[config.mk]
export PLATFORM = sky130hd
export DESIGN_NAME = rr16_arbiter
export DESIGN_NICKNAME = d
export VERILOG_FILES = /design/src/rtl/rr16_arbiter_pkg.sv /design/src/rtl/rr16_arbiter_prio_enc.sv /design/src/rtl/rr16_arbiter.sv
export SDC_FILE = /design/constraint.sdc
export NUM_CORES = 1
export LEC_CHECK = 0
export ABC_AREA = 1
export BUFFER_PORTS_ARGS = -buffer_cell sky130_fd_sc_hd__buf_4
export CAP_MARGIN = 20
export CORE_MARGIN = 2
export CORE_UTILIZATION = 40
export DETAILED_ROUTE_END_ITERATION = 10
export GPL_TIMING_DRIVEN = 0
export PLACE_DENSITY_LB_ADDON = 0.12
export SLEW_MARGIN = 15
export SYNTH_ARGS = -nofsm -noshare
export SYNTH_HDL_FRONTEND = slang
export SYNTH_SLANG_ARGS = --single-unit
[constraint.sdc]
create_clock -name clock -period 4.7 [get_ports clock]
set_input_delay 1.175 -clock clock [delete_from_list [all_inputs] [get_ports clock]]
set_output_delay 1.175 -clock clock [all_outputs]
set_load 0.1 [all_outputs]
[src/rtl/rr16_arbiter_pkg.sv]
// Shared definitions for the 16-way round-robin arbiter.
// Holds the FSM encodings and the reset value of the priority pointer.
package rr16_arbiter_pkg;

    typedef enum logic {
        ST_IDLE  = 1'b0,
        ST_GRANT = 1'b1
    } state_t;

    localparam logic [3:0] PTR_RST = 4'hF;

endpackage

[src/rtl/rr16_arbiter_prio_enc.sv]
// Rotated priority search over 16 request lines, starting at start and wrapping.
// Purely combinational; found is low when no line is requesting.
module rr16_prio_enc (
    input  logic [15:0] rq15_rq0,
    input  logic [3:0]  start,
    output logic [3:0]  winner,
    output logic        found
);

    logic [3:0] idx;

    // Scanning from the far end lets the nearest request overwrite, so no early exit is needed.
    always_comb begin
        winner = 4'h0;
        found  = 1'b0;
        idx    = 4'h0;
        for (int i = 15; i >= 0; i--) begin
            idx = start + 4'(i);
            if (rq15_rq0[idx]) begin
                winner = idx;
                found  = 1'b1;
            end
        end
    end

endmodule

[src/rtl/rr16_arbiter.sv]
// Round-robin arbiter that grants one of 16 requesters the mux and bounds each hold to MAX_HOLD cycles.
// Grant appears one cycle after request; release by done, dropped request or timeout hands off with no bubble.
module rr16_arbiter
    import rr16_arbiter_pkg::*;
#(
    parameter int MAX_HOLD = 8
) (
    input  logic        clock,
    input  logic        reset,
    input  logic [15:0] rq15_rq0,
    input  logic        done,
    output logic [3:0]  b3_b0,
    output logic [15:0] gnt15_gnt0,
    output logic        valid
);

    localparam int CW = $clog2(MAX_HOLD);
    localparam logic [CW-1:0] CNT_LAST = CW'(MAX_HOLD - 1);

    state_t          state, state_nxt;
    logic [3:0]      ptr, ptr_nxt;
    logic [3:0]      sel, sel_nxt;
    logic [CW-1:0]   cnt, cnt_nxt;
    logic [15:0]     gnt, gnt_nxt;
    logic [3:0]      start;
    logic [3:0]      winner;
    logic            found;
    logic            release_grant;

    // While granted ptr equals sel, so searching from sel+1 leaves the holder eligible last.
    assign start = (state == ST_GRANT) ? sel + 4'h1 : ptr + 4'h1;

    rr16_prio_enc u_prio_enc (
        .rq15_rq0 (rq15_rq0),
        .start    (start),
        .winner   (winner),
        .found    (found)
    );

    assign release_grant = done | ~rq15_rq0[sel] | (cnt == CNT_LAST);

    always_comb begin
        state_nxt = state;
        ptr_nxt   = ptr;
        sel_nxt   = sel;
        cnt_nxt   = cnt;
        gnt_nxt   = gnt;
        case (state)
            ST_IDLE: begin
                if (found) begin
                    state_nxt = ST_GRANT;
                    sel_nxt   = winner;
                    ptr_nxt   = winner;
                    cnt_nxt   = '0;
                    gnt_nxt   = 16'h0001 << winner;
                end
            end
            ST_GRANT: begin
                if (!release_grant) begin
                    cnt_nxt = cnt + CW'(1);
                end else if (found) begin
                    sel_nxt = winner;
                    ptr_nxt = winner;
                    cnt_nxt = '0;
                    gnt_nxt = 16'h0001 << winner;
                end else begin
                    state_nxt = ST_IDLE;
                    cnt_nxt   = '0;
                    gnt_nxt   = 16'h0000;
                end
            end
            default: begin
                state_nxt = ST_IDLE;
                gnt_nxt   = 16'h0000;
            end
        endcase
    end

    always_ff @(posedge clock or posedge reset) begin
        if (reset) begin
            state <= ST_IDLE;
            ptr   <= PTR_RST;
            sel   <= 4'h0;
            cnt   <= '0;
            gnt   <= 16'h0000;
        end else begin
            state <= state_nxt;
            ptr   <= ptr_nxt;
            sel   <= sel_nxt;
            cnt   <= cnt_nxt;
            gnt   <= gnt_nxt;
        end
    end

    assign valid      = (state == ST_GRANT);
    assign b3_b0      = sel;
    assign gnt15_gnt0 = gnt;

endmodule

==> impl_metrics.csv, run 1 <==
group,metric,value,unit
synthesis,ys_types,34,
timing,fin_setup_tns,0,ps
critical_path,critical_path_class,"reg2reg",
synthesis,ys_warn_count,0,
placed_design,hpwl,8167,um
route,drtPass1Iterations,5,
synthesis,yosysSeqAreaShare,21.27,%
synthesis,synth_area,3318,sq um
timing,tightest_slew,647.4,ps
critical_path,arrival,4410,ps
timing,finalHoldViolations,0,
timing,finalCritPeriodShare,89.90,%
global_route,grt_pass1_wl,16550,um
route,vias_per_cell,5.204,
critical_path,cp_slowest_cell,"dfrtp_2",
synthesis,syn_nets,610,
cts,cts_tree,"yes",
floorplan,die-area,9040,sq um
cts,numCtsBuffers,3,
timing,relSlewSlack,56.55,%
route,routedWlPerCell,13.86,um
route,wl,10150,um
route,post-route-drc-count,0,
critical_path,worstRegToRegCells,30,
floorplan,rows,33,
floorplan,fp.coreArea,8134,sq um
layout,nNetsFinal,656,
synthesis,synth-edff-count,0,
layout,areaGrowthSynthToFinish,15.31,%
route,ant_nets,0,
timing,rsz0062_at_grt,"false",
critical_path,startpoint,"valid$_DFF_PP0_",
synthesis,synthArstFlopShare,100.0,%
synthesis,yosysMostFrequentCell,"nand2_1",
synthesis,synthTopCellsByArea,"nand2_1 (29%), dfrtp_1 (18%), nand3_1 (12%)",
cts,clk_path_buf_depth,2,
placed_design,gp_congestion,0.9354,
critical_path,cp_data_required_time,4890,ps
critical_path,rr_startpoint,"valid$_DFF_PP0_",
critical_path,worst_setup_path_end_kind,"flop",
floorplan,start_util,40.79,%
timing,fin_skew,11.87,ps
floorplan,ioPinCount,40,
route,vias,3809,
cts,insertion_delay,280,ps
timing,holdWs,479.5,ps
job,cap_violations,0,
global_route,grt_start_max_net_pins,29,
timing,setup_viol,0,
layout,fill_cells,907,
hold_path,min_path_type,"reg2reg",
critical_path,cp_slowest_stage_delay,470,ps
synthesis,synth_top_area_cell,"nand2_1",
floorplan,die_x,95.08,um
layout,drive_gt1_share,17.54,%
global_route,grt.overflow.total,0,
cts,ctsHtreeMaxLevel,1,
timing,max_freq,236.7,MHz
global_route,first_global_vias,3388,
global_route,antenna_found_initial,0,
cts,clkSinkCount,28,
layout,diodes,0,
synthesis,synth_commonest_cells,"nand2_1 (259), nand3_1 (77), inv_1 (53)",
route,dr.first_iter.drc_count,248,
layout,final_cell_count_no_fill,732,
critical_path,cp_max_fo,11,
placed_design,placement.io_buffers,39,
hold_path,hold_start,"ptr[2]$_DFFE_PP1P_",
critical_path,start_kind,"flop",
placed_design,placed_cells,726,
timing,fin_crit,4226,ps
synthesis,synth_top_area_share,29.30,%
cts,cts_root_buf,"clkbuf_8",
global_route,grt_usage,23.21,%
cts,path_clk_slew,80,ps
outcome,status,"finished clean",
synthesis,ys.flop_type,"dfrtp_1",
cts,postCtsHoldBufs,0,
critical_path,cpMostUsedCell,"nand2_1",
synthesis,synthCells,582,
timing,drv_slew,0,
floorplan,die_h,95.08,um
synthesis,synth_area_per_cell,5.701,sq um
synthesis,synth-seq-cells,28,
hold_path,hold-path-cell-count,2,
## kinds of logic after synthesis
logic type | after synthesis | synth area share (%)
AO/OA/AOI/OAI | 76 | 13.12
XOR/XNOR | 1 | 0.4903
adder cells (fa/ha/maj) | 9 | 3.394
flip-flops | 28 | 21.27
buffers and inverters | 78 | 10.29
AND/OR/NAND/NOR | 390 | 51.43
## placed cells by master, fill, tap and decap left out, types with 2 or more instances in the layout
cell type,count
buf_4,45
o21ai_1,6
nand2_4,6
a31oi_1,2
a21oi_1,40
o21ai_0,14
inv_2,12
nand4_1,4
o21a_1,4
nand3_1,77
nor2_1,13
clkbuf_1,2
clkbuf_8,3
clkinv_1,2
clkbuf_2,2
nand2_2,20
a32o_1,2
buf_6,4
nor3_1,2
nand2_1,259
nor2_2,4
o211ai_1,3
a21oi_2,2
ha_1,9
inv_1,52
dfrtp_1,23
dfstp_2,4
## stage by stage
step / instance area (sq um) / utilization, % / worst slack, ps
after global placement: 3742 / 46.01 / 184.3
after CTS: 3787 / 46.56 / 171.9
final: 3826 / 47.04 / 474.5
after floorplan: 3318 / - / 505.3
after global routing: 3826 / 47.04 / 55.41
after detailed placement: 3742 / 46.01 / 203.3
## timing repair
action	CTS	global route
setup endpoints to repair	0	19
setup buffers	0	1
gates resized for setup	0	5
## state kept, by name (all words and copies together), names as in the netlist
signal	flops
gnt15_gnt0	16
b3_b0	4
valid	1
cnt	3
ptr	4
## path summary, 6_finish.rpt
kind	to	slack, ps
max	ptr[3]$_DFFE_PP1P_	470
min	ptr[2]$_DFFE_PP1P_	480
max reg2reg	ptr[3]$_DFFE_PP1P_	470
min reg2reg	ptr[2]$_DFFE_PP1P_	480
max in group asynchronous	ptr[2]$_DFFE_PP1P_	3360
min in group asynchronous	gnt15_gnt0[5]$_DFFE_PP0P_	850
## critical path: cells and delay by family, from the launching register on
kind            cells  cell delay (ps)
fa+ha+maj           2              800
buf+inv             6             1000
flops               1              470
compound gates      3              540
simple gates       19             1310
## per-layer routing
metal  GRT usage [%]  vias up  wire, um
li1                -     1955         -
met5               0        -         0
met4           6.522        0       195
met2           38.26      133      4657
met3           1.660       15       623
met1           32.70     1706      4670
## layout make-up
cell class	count	area, sq um	share of cell area, %
multi-input combinational	476	2271	59.35
sequential	28	706.9	18.48
timing repair buffer	41	327.8	8.568
inverter	66	247.7	6.475
tap	105	131.4	3.434
buffer	12	96.34	2.518
clock buffer	4	45.04	1.177
Power of run 1 is not shown: default switching activity piles up to over one toggle a cycle in this logic, so the estimate is an artifact.
==> run 2: changes to the inputs <==
--- a/config.mk
+++ b/config.mk
@@ -8,11 +8,10 @@
 export ABC_AREA = 1
 export BUFFER_PORTS_ARGS = -buffer_cell sky130_fd_sc_hd__buf_4
 export CAP_MARGIN = 20
-export CORE_MARGIN = 2
 export CORE_UTILIZATION = 40
 export DETAILED_ROUTE_END_ITERATION = 10
 export GPL_TIMING_DRIVEN = 0
-export PLACE_DENSITY_LB_ADDON = 0.12
+export PLACE_DENSITY = 0.65
 export SLEW_MARGIN = 15
 export SYNTH_ARGS = -nofsm -noshare
 export SYNTH_HDL_FRONTEND = slang
==> run 2 against run 1 <==
Against the previous run:
- critical path type unchanged
- worst setup slack worse by 37 ps
- first-iteration DRC count is 4.8% lower
- sequential share of layout area hardly changed
- global-route usage is 0.58 points higher
- critical path depth stayed put
==> impl_metrics.csv, run 2 (same netlist as run 1, synthesis figures left out) <==
group,metric,value,unit
timing,tightest_slew,621.1,ps
layout,nNetsFinal,656,
timing,setup_viol,0,
critical_path,cp_slowest_cell,"dfrtp_1",
timing,finalHoldViolations,0,
timing,max_freq,234.6,MHz
global_route,grt_usage,23.79,%
global_route,grt_pass1_wl,16550,um
timing,fin_ws,437.1,ps
cts,ctsHtreeMaxLevel,1,
route,vias_per_cell,5.206,
layout,layout_commonest_cell,"nand2_1",
hold_path,hold-path-cell-count,2,
cts,path_clk_slew,80,ps
critical_path,worstRegToRegCells,30,
layout,drive_gt1_share,17.22,%
route,ant_nets,0,
route,wl,9815,um
global_route,first_global_vias,3536,
critical_path,critical_path_class,"reg2reg",
layout,diodes,0,
critical_path,cp_max_fo,11,
floorplan,ioPinCount,40,
layout,fill_cells,859,
placed_design,hpwl,8080,um
critical_path,worst_setup_path_end_kind,"flop",
critical_path,start_kind,"flop",
layout,mostFrequentLayoutCells,"nand2_1 (259), nand3_1 (77), inv_1 (53)",
outcome,status,"finished clean",
timing,drv_slew,0,
critical_path,cp_slowest_stage_delay,490,ps
timing,relSlewSlack,58.32,%
timing,fin_crit,4263,ps
timing,fin_skew,7.710,ps
global_route,grt_start_max_net_pins,29,
route,drtPass1Iterations,5,
hold_path,min_path_type,"reg2reg",
route,vias,3795,
floorplan,start_util,42.07,%
route,routedWlPerCell,13.46,um
cts,numCtsBuffers,3,
floorplan,die_h,93.08,um
critical_path,cp_data_required_time,4900,ps
timing,rsz0062_at_grt,"false",
global_route,antenna_found_initial,0,
floorplan,fp.coreArea,7888,sq um
cts,clk_path_buf_depth,2,
timing,finalCritPeriodShare,90.70,%
cts,cts_root_buf,"clkbuf_8",
floorplan,die_x,93.08,um
floorplan,rows,32,
placed_design,placement.io_buffers,39,
cts,cts_tree,"yes",
cts,clkSinkCount,28,
timing,fin_setup_tns,0,ps
route,post-route-drc-count,0,
layout,largest_reg_flops,16,
cts,insertion_delay,270,ps
global_route,grt.overflow.total,0,
layout,areaGrowthSynthToFinish,15.05,%
placed_design,post-place-ws,333.4,ps
critical_path,arrival,4460,ps
floorplan,die-area,8664,sq um
placed_design,gp_congestion,0.8936,
job,cap_violations,0,
critical_path,cpMostUsedCell,"nand2_1",
route,dr.first_iter.drc_count,236,
cts,postCtsHoldBufs,0,
run 2: area by class of cell:
cell class	instances	area, sq um	area share [%]
Buffer	12	95.09	2.491
Clock buffer	4	45.04	1.180
Inverter	66	247.7	6.490
Multi-Input combinational cell	476	2271	59.49
Sequential cell	28	705.7	18.49
Tap cell	102	127.6	3.343
Timing Repair Buffer	41	325.3	8.522
run 2: metal layers:
layer	vias to the layer above	wire length, um	track usage [%]
li1	1953	-	-
met1	1728	4728	32.46
met2	102	4533	41.12
met3	12	392	0.9756
met4	0	161	6.154
met5	-	0	0
run 2: stage by stage:
| step | instance area (sq um) | hold WS (ps) | cells | utilization (%) |
|---|---|---|---|---|
| after floorplan | 3318 | 448.1 | 582 | - |
| after global placement | 3739 | 459.1 | 723 | 47.40 |
| after detailed placement | 3739 | 461.5 | 723 | 47.40 |
| after CTS | 3784 | 476.4 | 727 | 47.97 |
| after global routing | 3817 | 494.0 | 729 | 48.40 |
| final | 3817 | 472.6 | 729 | 48.40 |
run 2: path summary, 6_finish.rpt:
path	from	slack, ps	to
max in group asynchronous	reset	3360	ptr[0]$_DFFE_PP1P_
setup / recovery	valid$_DFF_PP0_	440	b3_b0[3]$_DFFE_PP0P_
hold reg to reg	ptr[1]$_DFFE_PP1P_	470	ptr[1]$_DFFE_PP1P_
min in group asynchronous	reset	830	cnt[1]$_DFFE_PP0P_
hold / removal	ptr[1]$_DFFE_PP1P_	470	ptr[1]$_DFFE_PP1P_
setup reg to reg	valid$_DFF_PP0_	440	b3_b0[3]$_DFFE_PP0P_
run 2: what timing repair did:
item / CTS / global route
setup buffers: 0 / 1
gates resized for setup: 0 / 3
endpoints found under the setup margin: 0 / 20
run 2: worst max-delay path, delay by kind of cell, from the launching register on:
family                     cells  cell delay, ps
and+or+nand+nor               19            1440
AOI/OAI and AO/OA              3             510
adders and majority gates      2             800
DFF                            1             490
buffers and inverters          6             940
Power of run 2 is left out for the same reason.
